===== src/rtl/key_pulse_pkg.sv =====
`default_nettype none
// ============================================================================
//  Module      : key_pulse_pkg
//  Description : Shared types and helpers for the key_pulse_bank conditioner:
//                per-channel state encoding and counter width helper.
//  Revision    : 1.0  initial release
// ============================================================================
package key_pulse_pkg;

    // Per-channel conditioner states
    typedef enum logic [1:0] {
        IDLE         = 2'd0,
        PRESS_WAIT   = 2'd1,
        HELD         = 2'd2,
        RELEASE_WAIT = 2'd3
    } key_state_t;

    // Bits needed to hold values 0..max_val (never less than one bit)
    function automatic int cnt_width(input int max_val);
        return (max_val < 1) ? 1 : $clog2(max_val + 1);
    endfunction

endpackage
`default_nettype wire


===== src/rtl/key_pulse_channel.sv =====
`default_nettype none
// ============================================================================
//  Module      : key_pulse_channel
//  Description : One key channel: polarity normalisation, synchroniser chain,
//                debounce FSM with saturating counter, optional auto-repeat,
//                and registered press / held / release outputs.
//  Revision    : 1.0  initial release
// ============================================================================
module key_pulse_channel
    import key_pulse_pkg::*;
#(
    parameter int SYNC_STAGES     = 2,
    parameter int DEBOUNCE_CYCLES = 4,
    parameter int ACTIVE_LOW      = 0,
    parameter int REPEAT_EN       = 0,
    parameter int REPEAT_DELAY    = 16,
    parameter int REPEAT_RATE     = 4
) (
    input  logic clk,
    input  logic rst,
    input  logic i_key,
    output logic o_press,
    output logic o_held,
    output logic o_release
);

    localparam int c_cnt_w = cnt_width(DEBOUNCE_CYCLES);
    localparam logic [c_cnt_w-1:0] c_deb     = c_cnt_w'(DEBOUNCE_CYCLES);
    localparam logic [c_cnt_w-1:0] c_cnt_one = c_cnt_w'(1);

    // Reject configurations the datapath cannot honour
    generate
        if (SYNC_STAGES < 2) begin : g_chk_sync
            $error("key_pulse_channel: SYNC_STAGES must be >= 2");
        end
        if (DEBOUNCE_CYCLES < 1) begin : g_chk_deb
            $error("key_pulse_channel: DEBOUNCE_CYCLES must be >= 1");
        end
        if (REPEAT_DELAY < 1 || REPEAT_RATE < 1) begin : g_chk_rpt
            $error("key_pulse_channel: REPEAT_DELAY and REPEAT_RATE must be >= 1");
        end
    endgenerate

    logic                   w_p;
    logic                   w_s;
    logic [SYNC_STAGES-1:0] sync_q, sync_d;
    key_state_t             state_q, state_d;
    logic [c_cnt_w-1:0]     cnt_q, cnt_d, w_cnt_inc;
    logic                   press_evt_q, press_evt_d;
    logic                   rel_evt_q, rel_evt_d;
    logic                   w_rpt_evt;
    logic                   key_out_q, key_out_d;
    logic                   held_q, held_d;
    logic                   release_q, release_d;

    // Normalise polarity so that 1 always means pressed; the synchroniser
    // therefore resets to 0, the inactive level.
    assign w_p = i_key ^ (ACTIVE_LOW != 0);
    assign w_s = sync_q[SYNC_STAGES-1];

    // Shift the normalised raw key through the synchroniser chain
    always_comb begin
        sync_d = {sync_q[SYNC_STAGES-2:0], w_p};
    end

    // Synchroniser register
    always_ff @(posedge clk) begin
        if (rst) begin
            sync_q <= '0;
        end else begin
            sync_q <= sync_d;
        end
    end

    // Debounce FSM: a change is accepted once DEBOUNCE_CYCLES consecutive
    // synchronised samples disagree with the current debounced level.
    always_comb begin
        state_d     = state_q;
        cnt_d       = cnt_q;
        press_evt_d = 1'b0;
        rel_evt_d   = 1'b0;
        w_cnt_inc   = (cnt_q == c_deb) ? cnt_q : cnt_q + c_cnt_one;
        case (state_q)
            IDLE, PRESS_WAIT: begin
                if (!w_s) begin
                    state_d = IDLE;
                    cnt_d   = '0;
                end else if (w_cnt_inc == c_deb) begin
                    state_d     = HELD;
                    cnt_d       = '0;
                    press_evt_d = 1'b1;
                end else begin
                    state_d = PRESS_WAIT;
                    cnt_d   = w_cnt_inc;
                end
            end
            HELD, RELEASE_WAIT: begin
                if (w_s) begin
                    state_d = HELD;
                    cnt_d   = '0;
                end else if (w_cnt_inc == c_deb) begin
                    state_d   = IDLE;
                    cnt_d     = '0;
                    rel_evt_d = 1'b1;
                end else begin
                    state_d = RELEASE_WAIT;
                    cnt_d   = w_cnt_inc;
                end
            end
            default: begin
                state_d = IDLE;
                cnt_d   = '0;
            end
        endcase
    end

    // FSM state, debounce counter and acceptance event registers
    always_ff @(posedge clk) begin
        if (rst) begin
            state_q     <= IDLE;
            cnt_q       <= '0;
            press_evt_q <= 1'b0;
            rel_evt_q   <= 1'b0;
        end else begin
            state_q     <= state_d;
            cnt_q       <= cnt_d;
            press_evt_q <= press_evt_d;
            rel_evt_q   <= rel_evt_d;
        end
    end

    generate
        if (REPEAT_EN != 0) begin : g_repeat
            localparam int c_rpt_max = (REPEAT_DELAY > REPEAT_RATE) ? REPEAT_DELAY : REPEAT_RATE;
            localparam int c_rpt_w   = cnt_width(c_rpt_max);
            localparam logic [c_rpt_w-1:0] c_rpt_top   = c_rpt_w'(c_rpt_max);
            localparam logic [c_rpt_w-1:0] c_rpt_delay = c_rpt_w'(REPEAT_DELAY);
            localparam logic [c_rpt_w-1:0] c_rpt_rate  = c_rpt_w'(REPEAT_RATE);
            localparam logic [c_rpt_w-1:0] c_rpt_one   = c_rpt_w'(1);

            logic [c_rpt_w-1:0] rpt_q, rpt_d, w_rpt_inc, w_rpt_target;
            logic               armed_q, armed_d;
            logic               rpt_evt_q, rpt_evt_d;

            // Repeat timer: runs only while firmly held (frozen while a release
            // is being debounced); first period is the delay, then the rate.
            always_comb begin
                rpt_d        = rpt_q;
                armed_d      = armed_q;
                rpt_evt_d    = 1'b0;
                w_rpt_inc    = (rpt_q == c_rpt_top) ? rpt_q : rpt_q + c_rpt_one;
                w_rpt_target = armed_q ? c_rpt_rate : c_rpt_delay;
                if (press_evt_d) begin
                    rpt_d   = '0;
                    armed_d = 1'b0;
                end else if (state_q == HELD && w_s) begin
                    if (w_rpt_inc == w_rpt_target) begin
                        rpt_evt_d = 1'b1;
                        rpt_d     = '0;
                        armed_d   = 1'b1;
                    end else begin
                        rpt_d = w_rpt_inc;
                    end
                end
            end

            // Repeat timer registers
            always_ff @(posedge clk) begin
                if (rst) begin
                    rpt_q     <= '0;
                    armed_q   <= 1'b0;
                    rpt_evt_q <= 1'b0;
                end else begin
                    rpt_q     <= rpt_d;
                    armed_q   <= armed_d;
                    rpt_evt_q <= rpt_evt_d;
                end
            end

            assign w_rpt_evt = rpt_evt_q;
        end else begin : g_no_repeat
            assign w_rpt_evt = 1'b0;
        end
    endgenerate

    // Output values derived from the registered FSM events and state
    always_comb begin
        key_out_d = press_evt_q | w_rpt_evt;
        held_d    = (state_q == HELD) || (state_q == RELEASE_WAIT);
        release_d = rel_evt_q;
    end

    // Output registers
    always_ff @(posedge clk) begin
        if (rst) begin
            key_out_q <= 1'b0;
            held_q    <= 1'b0;
            release_q <= 1'b0;
        end else begin
            key_out_q <= key_out_d;
            held_q    <= held_d;
            release_q <= release_d;
        end
    end

    assign o_press   = key_out_q;
    assign o_held    = held_q;
    assign o_release = release_q;

endmodule
`default_nettype wire


===== src/rtl/key_pulse_bank.sv =====
`default_nettype none
// ============================================================================
//  Module      : key_pulse_bank
//  Description : Multi-channel key conditioner for the game player inputs.
//                N_KEYS independent channels, each synchronised, debounced and
//                converted to press / held / release indications.
//  Revision    : 1.0  initial release
// ============================================================================
module key_pulse_bank
    import key_pulse_pkg::*;
#(
    parameter int N_KEYS          = 4,
    parameter int SYNC_STAGES     = 2,
    parameter int DEBOUNCE_CYCLES = 4,
    parameter int ACTIVE_LOW      = 0,
    parameter int REPEAT_EN       = 0,
    parameter int REPEAT_DELAY    = 16,
    parameter int REPEAT_RATE     = 4
) (
    input  logic              clk,
    input  logic              reset,
    input  logic [N_KEYS-1:0] key,
    output logic [N_KEYS-1:0] keyOut,
    output logic [N_KEYS-1:0] keyHeld,
    output logic [N_KEYS-1:0] keyRelease
);

    // One fully independent conditioner per key
    generate
        for (genvar g = 0; g < N_KEYS; g++) begin : g_chan
            key_pulse_channel #(
                .SYNC_STAGES    (SYNC_STAGES),
                .DEBOUNCE_CYCLES(DEBOUNCE_CYCLES),
                .ACTIVE_LOW     (ACTIVE_LOW),
                .REPEAT_EN      (REPEAT_EN),
                .REPEAT_DELAY   (REPEAT_DELAY),
                .REPEAT_RATE    (REPEAT_RATE)
            ) u_chan (
                .clk      (clk),
                .rst      (reset),
                .i_key    (key[g]),
                .o_press  (keyOut[g]),
                .o_held   (keyHeld[g]),
                .o_release(keyRelease[g])
            );
        end
    endgenerate

endmodule
`default_nettype wire


===== config.mk =====
export PLATFORM = sky130hd
export DESIGN_NAME = key_pulse_bank
export DESIGN_NICKNAME = d
export VERILOG_FILES = /design/src/rtl/key_pulse_pkg.sv /design/src/rtl/key_pulse_channel.sv /design/src/rtl/key_pulse_bank.sv
export SDC_FILE = /design/constraint.sdc
export NUM_CORES = 1
export LEC_CHECK = 0
export ABC_AREA = 1
export CELL_PAD_IN_SITES_DETAIL_PLACEMENT = 0
export CELL_PAD_IN_SITES_GLOBAL_PLACEMENT = 1
export CORE_ASPECT_RATIO = 0.6
export CORE_MARGIN = 3
export CORE_UTILIZATION = 37
export CTS_CLUSTER_SIZE = 30
export DETAILED_ROUTE_END_ITERATION = 12
export PLACE_DENSITY = 0.71
export SLEW_MARGIN = 5
export SYNTH_ARGS = -nofsm -noshare
export SYNTH_HDL_FRONTEND = slang
export SYNTH_SLANG_ARGS = --single-unit

===== constraint.sdc =====
create_clock -name clk -period 1.15 [get_ports clk]
set_input_delay 0.345 -clock clk [delete_from_list [all_inputs] [get_ports clk]]
set_output_delay 0.345 -clock clk [all_outputs]
set_load 0.005 [all_outputs]

==> summary.json, run 1 <==
{
  "status": {"value": "finished clean"},
  "layout-drive-gt1-share": {"value": 0.4604},
  "io_pins": {"value": 18},
  "worstHoldStart": {"value": "g_chan[1].u_chan.key_out_d"},
  "grt_antenna_before_repair": {"value": 0},
  "die_area": {"value": 5774, "unit": "sq um"},
  "diodes": {"value": 0},
  "syn_area": {"value": 1803, "unit": "sq um"},
  "final.min_clock_period": {"value": 1.147, "unit": "ns"},
  "holdBufCountCts": {"value": 0},
  "timing.reg2reg.setup_slack": {"value": 0.003, "unit": "ns"},
  "kind_of_end_point_of_the_critical_path": {"value": "flop"},
  "dpl-instance-area": {"value": 2102, "unit": "sq um"},
  "regArea": {"value": 898.4, "unit": "sq um"},
  "timing_hold_violations_final": {"value": 0},
  "grtUsageTotal": {"value": 0.1227},
  "wire_length_of_the_first_global_routing_pass": {"value": 5368, "unit": "um"},
  "leakage": {"value": 1.050, "unit": "nW"},
  "postSynthCellCount": {"value": 229},
  "synth.lib_cells_used.distinct": {"value": 17},
  "timing.rr.end": {"value": "g_chan[2].u_chan.state_q[1]"},
  "drt-vias-per-instance": {"value": 4.074},
  "reg2reg_from": {"value": "g_chan[2].u_chan.cnt_q[0]"},
  "dieHeight": {"value": 60.07, "unit": "um"},
  "syn_area_per_cell": {"value": 7.873, "unit": "sq um"},
  "filler_cell_count": {"value": 413},
  "multi_input_logic_area": {"value": 910.9, "unit": "sq um"},
  "whs": {"value": 0.3972, "unit": "ns"},
  "power": {"value": 2.730, "unit": "mW"},
  "crit_path_start_kind": {"value": "flop"},
  "gp_congestion": {"value": 0.7391},
  "vias": {"value": 1324},
  "final_antenna_net_count": {"value": 0},
  "detail_route.first_pass.iterations": {"value": 3},
  "setup-violations-final": {"value": 0},
  "worst_setup_hold_path_clk_slew": {"value": 0.08, "unit": "ns"},
  "drt-wirelength-per-cell": {"value": 9.243, "unit": "um"},
  "clock_latency": {"value": 0.29, "unit": "ns"},
  "post_route_standard_cell_area_excluding_fillers": {"value": 2515, "unit": "sq um"},
  "post-route-period-util": {"value": 0.9974},
  "drt_iter0_markers": {"value": 21},
  "areaGrowthSynthToFinish": {"value": 39.49, "unit": "%"},
  "worst_slew_pin_slew": {"value": 0.2243, "unit": "ns"},
  "worst-path-max-fanout": {"value": 2},
  "achievable-frequency": {"value": 871.8, "unit": "MHz"},
  "synth.yosys.warnings": {"value": 0},
  "reg2reg_depth": {"value": 8},
  "worst_ep_arrival_time": {"value": 1.33, "unit": "ns"},
  "top_library_cells_by_usage_in_the_layout_fill_and_taps_aside": {"value": "sky130_fd_sc_hd__inv_1 (43), sky130_fd_sc_hd__nor2_1 (43), sky130_fd_sc_hd__dfxtp_1 (32)"},
  "max-slew-margin-rel": {"value": 0.8503},
  "grt-ovfl-total": {"value": 0},
  "tritoncts.num_buffers": {"value": 5},
  "timing.clock.skew": {"value": 0.005965, "unit": "ns"},
  "worst-endpoint-required": {"value": 1.34, "unit": "ns"},
  "final_max_slew_viol_count": {"value": 0},
  "dp_hpwl": {"value": 2066, "unit": "um"},
  "remaining_drc_errors": {"value": 0},
  "num_rows": {"value": 18},
  "cts_root_buffer": {"value": "sky130_fd_sc_hd__clkbuf_8"},
  "worst_hold_path.num_cells": {"value": 2},
  "rsz0062_at_grt": {"value": "true"},
  "synth.net_count": {"value": 243},
  "buffers_from_clock_root_to_sink_at_most": {"value": 2},
  "vdd_drop_max": {"value": 0.5609, "unit": "mV"},
  "worstHoldPathType": {"value": "reg2reg"},
  "cap_violations": {"value": 0},
  "place.port_buffers": {"value": 17},
  "maximum_number_of_pins_on_one_net_before_global_route_repair": {"value": 13},
  "ys_ff_latch": {"value": 44},
  "power_per_cell_area": {"value": 1086, "unit": "nW/um^2"},
  "coreArea": {"value": 4392, "unit": "sq um"},
  "total_number_of_nets_in_the_final_design": {"value": 279},
  "grt_pass1_vias": {"value": 1346},
  "totalWireLength": {"value": 3004, "unit": "um"},
  "clkSinkCount": {"value": 44},
  "cts.htree.levels": {"value": 2},
  "start_util": {"value": 0.4105},
  "die_width": {"value": 96.12, "unit": "um"},
  "min_to": {"value": "g_chan[1].u_chan.o_press"},
  "seq_area_frac_synth": {"value": 0.4885},
  "worst-setup-path-type": {"value": "reg2reg"},
  "cts_tree": {"value": "yes"}
}
flip-flops by register name, summed over array words and instances, names as in the netlist:
| name | flops |
|---|---|
| g_chan.u_chan.cnt_q | 12 |
| g_chan.u_chan.key_out_d | 4 |
| g_chan.u_chan.o_held | 4 |
| g_chan.u_chan.o_press | 4 |
| g_chan.u_chan.o_release | 4 |
| g_chan.u_chan.rel_evt_q | 4 |
| g_chan.u_chan.state_q | 4 |
| g_chan.u_chan.sync_q | 8 |
cells by family after synthesis:
group / count (synthesis) / share of synthesized area
AOI/OAI and AO/OA: 5 / 0.01388
adders and majority gates: 8 / 0.05552
buffers and inverters: 69 / 0.1770
DFF: 44 / 0.4885
and+or+nand+nor: 103 / 0.2651
worst max-delay path, cell delays in order (launching register included):
cell                      delay, ns
sky130_fd_sc_hd__dfxtp_2       0.34
sky130_fd_sc_hd__buf_6         0.12
sky130_fd_sc_hd__ha_4          0.17
sky130_fd_sc_hd__nand2_4       0.06
sky130_fd_sc_hd__nand2_2       0.06
sky130_fd_sc_hd__nor2_4        0.12
sky130_fd_sc_hd__nor2_4        0.05
sky130_fd_sc_hd__nor2_1        0.08
sky130_fd_sc_hd__nor2_1        0.05
synthesized netlist by cell type:
master / count / area share
sky130_fd_sc_hd__inv_1: 53 / 0.11
sky130_fd_sc_hd__nor2_1: 48 / 0.10
sky130_fd_sc_hd__buf_6: 1 / 0.0062
sky130_fd_sc_hd__ha_1: 8 / 0.056
sky130_fd_sc_hd__nor2_4: 2 / 0.012
sky130_fd_sc_hd__inv_2: 1 / 0.0021
sky130_fd_sc_hd__nand3_2: 1 / 0.0056
sky130_fd_sc_hd__nand2_1: 30 / 0.062
sky130_fd_sc_hd__nand2_2: 1 / 0.0035
sky130_fd_sc_hd__nor2_2: 1 / 0.0035
sky130_fd_sc_hd__buf_4: 14 / 0.058
sky130_fd_sc_hd__nor3_1: 1 / 0.0028
sky130_fd_sc_hd__nor3b_2: 2 / 0.014
sky130_fd_sc_hd__a21oi_1: 5 / 0.014
sky130_fd_sc_hd__nor3_2: 5 / 0.028
sky130_fd_sc_hd__nand3_1: 12 / 0.033
sky130_fd_sc_hd__dfxtp_1: 44 / 0.49
area by class of cell:
cell class              instances  area share
clock buffers                   7     0.03831
flip-flops and latches         44      0.3572
multi-input cells             116      0.3622
well taps                      60     0.02985
repair buffers                 44      0.1299
inverters                      54     0.08259
power breakdown:
part | total (mW) | switching [mW] | internal [mW]
logic | 0.164 | 0.0807 | 0.0830
registers | 1.55 | 0.0113 | 1.54
clock network | 1.02 | 0.482 | 0.535
stage by stage:
stage	setup TNS, ns	worst slack [ns]	util	cells
6_report	0	0.002970	0.5727	325
5_1_grt	-0.3735	-0.08792	0.5727	325
4_1_cts	0	0.001296	0.5450	324
3_5_place_dp	-9.947	-0.4094	0.4786	313
3_3_place_gp	-9.225	-0.3729	0.4786	313
2_1_floorplan	0	0.003027	-	229
layer usage:
| metal | vias to the layer above | global-route usage | share of wire |
|---|---|---|---|
| met2 | 16 | 0.2120 | 0.47 |
| met1 | 581 | 0.1409 | 0.48 |
| li1 | 722 | - | - |
| met4 | 0 | 0.04858 | 0.012 |
| met5 | - | 0 | 0 |
| met3 | 5 | 0.04151 | 0.043 |
worst max path at each step:
stage | cells after the start | slack, ns | to | startpoint
after floorplan | 8 | 0.003 | g_chan[0].u_chan.state_q[1] | g_chan[0].u_chan.cnt_q[0]
after global placement | 5 | -0.37 | g_chan[2].u_chan.cnt_q[0] | reset
after detailed placement | 5 | -0.41 | g_chan[1].u_chan.cnt_q[2] | reset
after CTS | 8 | 0.001 | g_chan[3].u_chan.state_q[1] | g_chan[3].u_chan.cnt_q[0]
after global routing | 9 | -0.09 | g_chan[3].u_chan.state_q[1] | g_chan[3].u_chan.cnt_q[0]
final | 8 | 0.003 | g_chan[2].u_chan.state_q[1] | g_chan[2].u_chan.cnt_q[0]
timing repair:
action	in CTS	in global routing
gates resized for setup	92	46
pin swaps	26	22
setup buffers	4	1
setup endpoints to repair	34	25
No activity file was read; power rests on OpenSTA's default activity.
==> inputs of run 2 (changes only) <==
--- a/config.mk
+++ b/config.mk
@@ -13,6 +13,7 @@
 export CORE_UTILIZATION = 37
 export CTS_CLUSTER_SIZE = 30
 export DETAILED_ROUTE_END_ITERATION = 12
+export GPL_ROUTABILITY_DRIVEN = 0
 export PLACE_DENSITY = 0.71
 export SLEW_MARGIN = 5
 export SYNTH_ARGS = -nofsm -noshare
==> results of run 2 <==
No change in the layout: final DEF, timing and power equal those of run 1.
==> inputs of run 3 (changes only) <==
--- a/config.mk
+++ b/config.mk
@@ -9,7 +9,7 @@
 export CELL_PAD_IN_SITES_DETAIL_PLACEMENT = 0
 export CELL_PAD_IN_SITES_GLOBAL_PLACEMENT = 1
 export CORE_ASPECT_RATIO = 0.6
-export CORE_MARGIN = 3
+export CORE_MARGIN = 5
 export CORE_UTILIZATION = 37
 export CTS_CLUSTER_SIZE = 30
 export DETAILED_ROUTE_END_ITERATION = 12
==> constraint.sdc (replaced) <==
create_clock -name clk -period 1 [get_ports clk]
set_input_delay 0.3 -clock clk [delete_from_list [all_inputs] [get_ports clk]]
set_output_delay 0.3 -clock clk [all_outputs]
set_load 0.005 [all_outputs]
==> summary.json, run 3 (synthesis results as in run 1) <==
{
  "power": {"value": 3.437, "unit": "mW"},
  "crit_path_start_kind": {"value": "flop"},
  "die_area": {"value": 6415, "unit": "sq um"},
  "totalWireLength": {"value": 3089, "unit": "um"},
  "largest_register_ffs": {"value": 12},
  "worst-endpoint-required": {"value": 1.24, "unit": "ns"},
  "achievable-frequency": {"value": 858.8, "unit": "MHz"},
  "power_per_cell_area": {"value": 1322, "unit": "nW/um^2"},
  "path_common_cell": {"value": "sky130_fd_sc_hd__nand2_4"},
  "total_number_of_nets_in_the_final_design": {"value": 281},
  "tritoncts.num_buffers": {"value": 5},
  "critical_path.cell_chain": {"value": "inv_4 > ha_4 > nand2_4 > nand2_4 > nand2_4 > nand3_4 > nand2_2 > nand2_1 > nor2_1"},
  "setup-violations-final": {"value": 31},
  "start_util": {"value": 0.3889},
  "utilization": {"value": 0.5609},
  "cap_violations": {"value": 0},
  "fin_ws": {"value": -0.1644, "unit": "ns"},
  "grt_pass1_vias": {"value": 1249},
  "worst_slew_pin_slew": {"value": 0.2926, "unit": "ns"},
  "coreArea": {"value": 4636, "unit": "sq um"},
  "drt-vias-per-instance": {"value": 4.021},
  "die_width": {"value": 100.1, "unit": "um"},
  "registers.top_by_ff_count": {"value": "g_chan.u_chan.cnt_q"},
  "vdd_drop_max": {"value": 0.7610, "unit": "mV"},
  "diodes": {"value": 0},
  "num_rows": {"value": 19},
  "worst_setup_hold_path_clk_slew": {"value": 0.08, "unit": "ns"},
  "grtUsageTotal": {"value": 0.1036},
  "clock_latency": {"value": 0.30, "unit": "ns"},
  "post-place-ws": {"value": -0.6614, "unit": "ns"},
  "drt_iter0_markers": {"value": 19},
  "critPathBufInv": {"value": 1},
  "place.port_buffers": {"value": 17},
  "top_library_cells_by_usage_in_the_layout_fill_and_taps_aside": {"value": "sky130_fd_sc_hd__inv_1 (41), sky130_fd_sc_hd__nor2_1 (38), sky130_fd_sc_hd__dfxtp_1 (32)"},
  "holdBufCountCts": {"value": 0},
  "p_seq_frac": {"value": 0.518},
  "leakage": {"value": 1.090, "unit": "nW"},
  "cts.htree.levels": {"value": 2},
  "remaining_drc_errors": {"value": 0},
  "cts_root_buffer": {"value": "sky130_fd_sc_hd__clkbuf_8"},
  "power_frac_clock": {"value": 0.426},
  "layout-drive-gt1-share": {"value": 0.4925},
  "kind_of_end_point_of_the_critical_path": {"value": "flop"},
  "grt_antenna_before_repair": {"value": 0},
  "dieHeight": {"value": 64.07, "unit": "um"},
  "cell_family_contributing_the_most_delay_on_the_critical_path": {"value": "simple AND/OR/NAND/NOR gates"},
  "rsz0062_at_grt": {"value": "true"},
  "p_switching": {"value": 0.6890, "unit": "mW"},
  "max-slew-margin-rel": {"value": 0.8047},
  "switching_share": {"value": 0.2005},
  "worst_ep_arrival_time": {"value": 1.41, "unit": "ns"},
  "drt-wirelength-per-cell": {"value": 9.332, "unit": "um"},
  "reg2reg_from": {"value": "g_chan[0].u_chan.cnt_q[0]"},
  "worst-setup-path-type": {"value": "reg2reg"},
  "vias": {"value": 1331},
  "final_common_cell": {"value": "sky130_fd_sc_hd__inv_1"},
  "worst-path-max-fanout": {"value": 4},
  "post-route-period-util": {"value": 1.164},
  "timing_hold_violations_final": {"value": 0},
  "wire_length_of_the_first_global_routing_pass": {"value": 5257, "unit": "um"},
  "final_max_slew_viol_count": {"value": 0},
  "intPower": {"value": 2.748, "unit": "mW"},
  "status": {"value": "finished, violations left"},
  "critical_path.startpoint": {"value": "g_chan[0].u_chan.cnt_q[0]"},
  "clkSinkCount": {"value": 44},
  "failed_checks": {"value": "negative setup slack"},
  "final.min_clock_period": {"value": 1.164, "unit": "ns"},
  "whs": {"value": 0.3753, "unit": "ns"},
  "detail_route.first_pass.iterations": {"value": 4},
  "timing.reg2reg.setup_slack": {"value": -0.16, "unit": "ns"},
  "worstHoldStart": {"value": "reset"},
  "grt-ovfl-total": {"value": 0},
  "cts_tree": {"value": "yes"},
  "io_pins": {"value": 18},
  "buffers_from_clock_root_to_sink_at_most": {"value": 2},
  "slowest_delay": {"value": 0.37, "unit": "ns"},
  "timing.clock.skew": {"value": 0.006584, "unit": "ns"},
  "power.share.combinational": {"value": 0.056},
  "cp_slowest_cell": {"value": "sky130_fd_sc_hd__dfxtp_4"},
  "worstHoldPathType": {"value": "in2reg"},
  "maximum_number_of_pins_on_one_net_before_global_route_repair": {"value": 14},
  "final_antenna_net_count": {"value": 0},
  "registers_with_the_most_flip_flops": {"value": "g_chan.u_chan.cnt_q (12), g_chan.u_chan.sync_q (8)"},
  "areaGrowthSynthToFinish": {"value": 44.21, "unit": "%"},
  "dp_hpwl": {"value": 2078, "unit": "um"}
}
run 3: through the flow:
| step | std cells | area [sq um] | setup TNS [ns] |
|---|---|---|---|
| 3_5_place_dp | 313 | 2171 | -21.51 |
| 2_1_floorplan | 229 | 1896 | -0.1643 |
| 5_1_grt | 331 | 2600 | -3.714 |
| 4_1_cts | 327 | 2355 | -1.348 |
| 3_3_place_gp | 313 | 2171 | -20.81 |
| 6_report | 331 | 2600 | -1.822 |
run 3: final timing paths:
check / endpoint / cells after the start
worst max-delay path: g_chan[0].u_chan.state_q[1] / 9
worst min-delay path: g_chan[0].u_chan.sync_q[1] / 2
worst max register to register: g_chan[0].u_chan.state_q[1] / 9
worst min register to register: g_chan[2].u_chan.o_press / 2
run 3: layout make-up:
type | count | area (sq um)
fillers | 436 | 2036
multi-input cells | 116 | 930.9
flip-flops and latches | 44 | 900.9
repair buffers | 46 | 350.3
inverters | 54 | 212.7
clock buffers | 7 | 96.34
well taps | 63 | 78.83
clock inverters | 1 | 30.03
run 3: layer usage:
layer  vias up  share of wire  wire length, um  GRT usage
met5         -              0                0          0
met2        18           0.46             1424     0.1617
met1       575           0.47             1442     0.1262
met4         0          0.020               61    0.05042
met3         8          0.052              160    0.03913
li1        730              -                -          -
run 3: power groups by stage:
stage	registers [mW]	clock network (mW)	logic [mW]
2_1_floorplan	1.82	0	0.0884
3_3_place_gp	1.82	0	0.148
3_5_place_dp	1.82	0	0.148
4_1_cts	1.78	1.52	0.165
5_1_grt	1.79	1.60	0.214
6_report	1.78	1.46	0.193
run 3: what timing repair did:
action / CTS / global route
buffers inserted: 6 / 5
resized for setup: 68 / 55
endpoints found under the setup margin: 52 / 32
pin swaps: 18 / 24
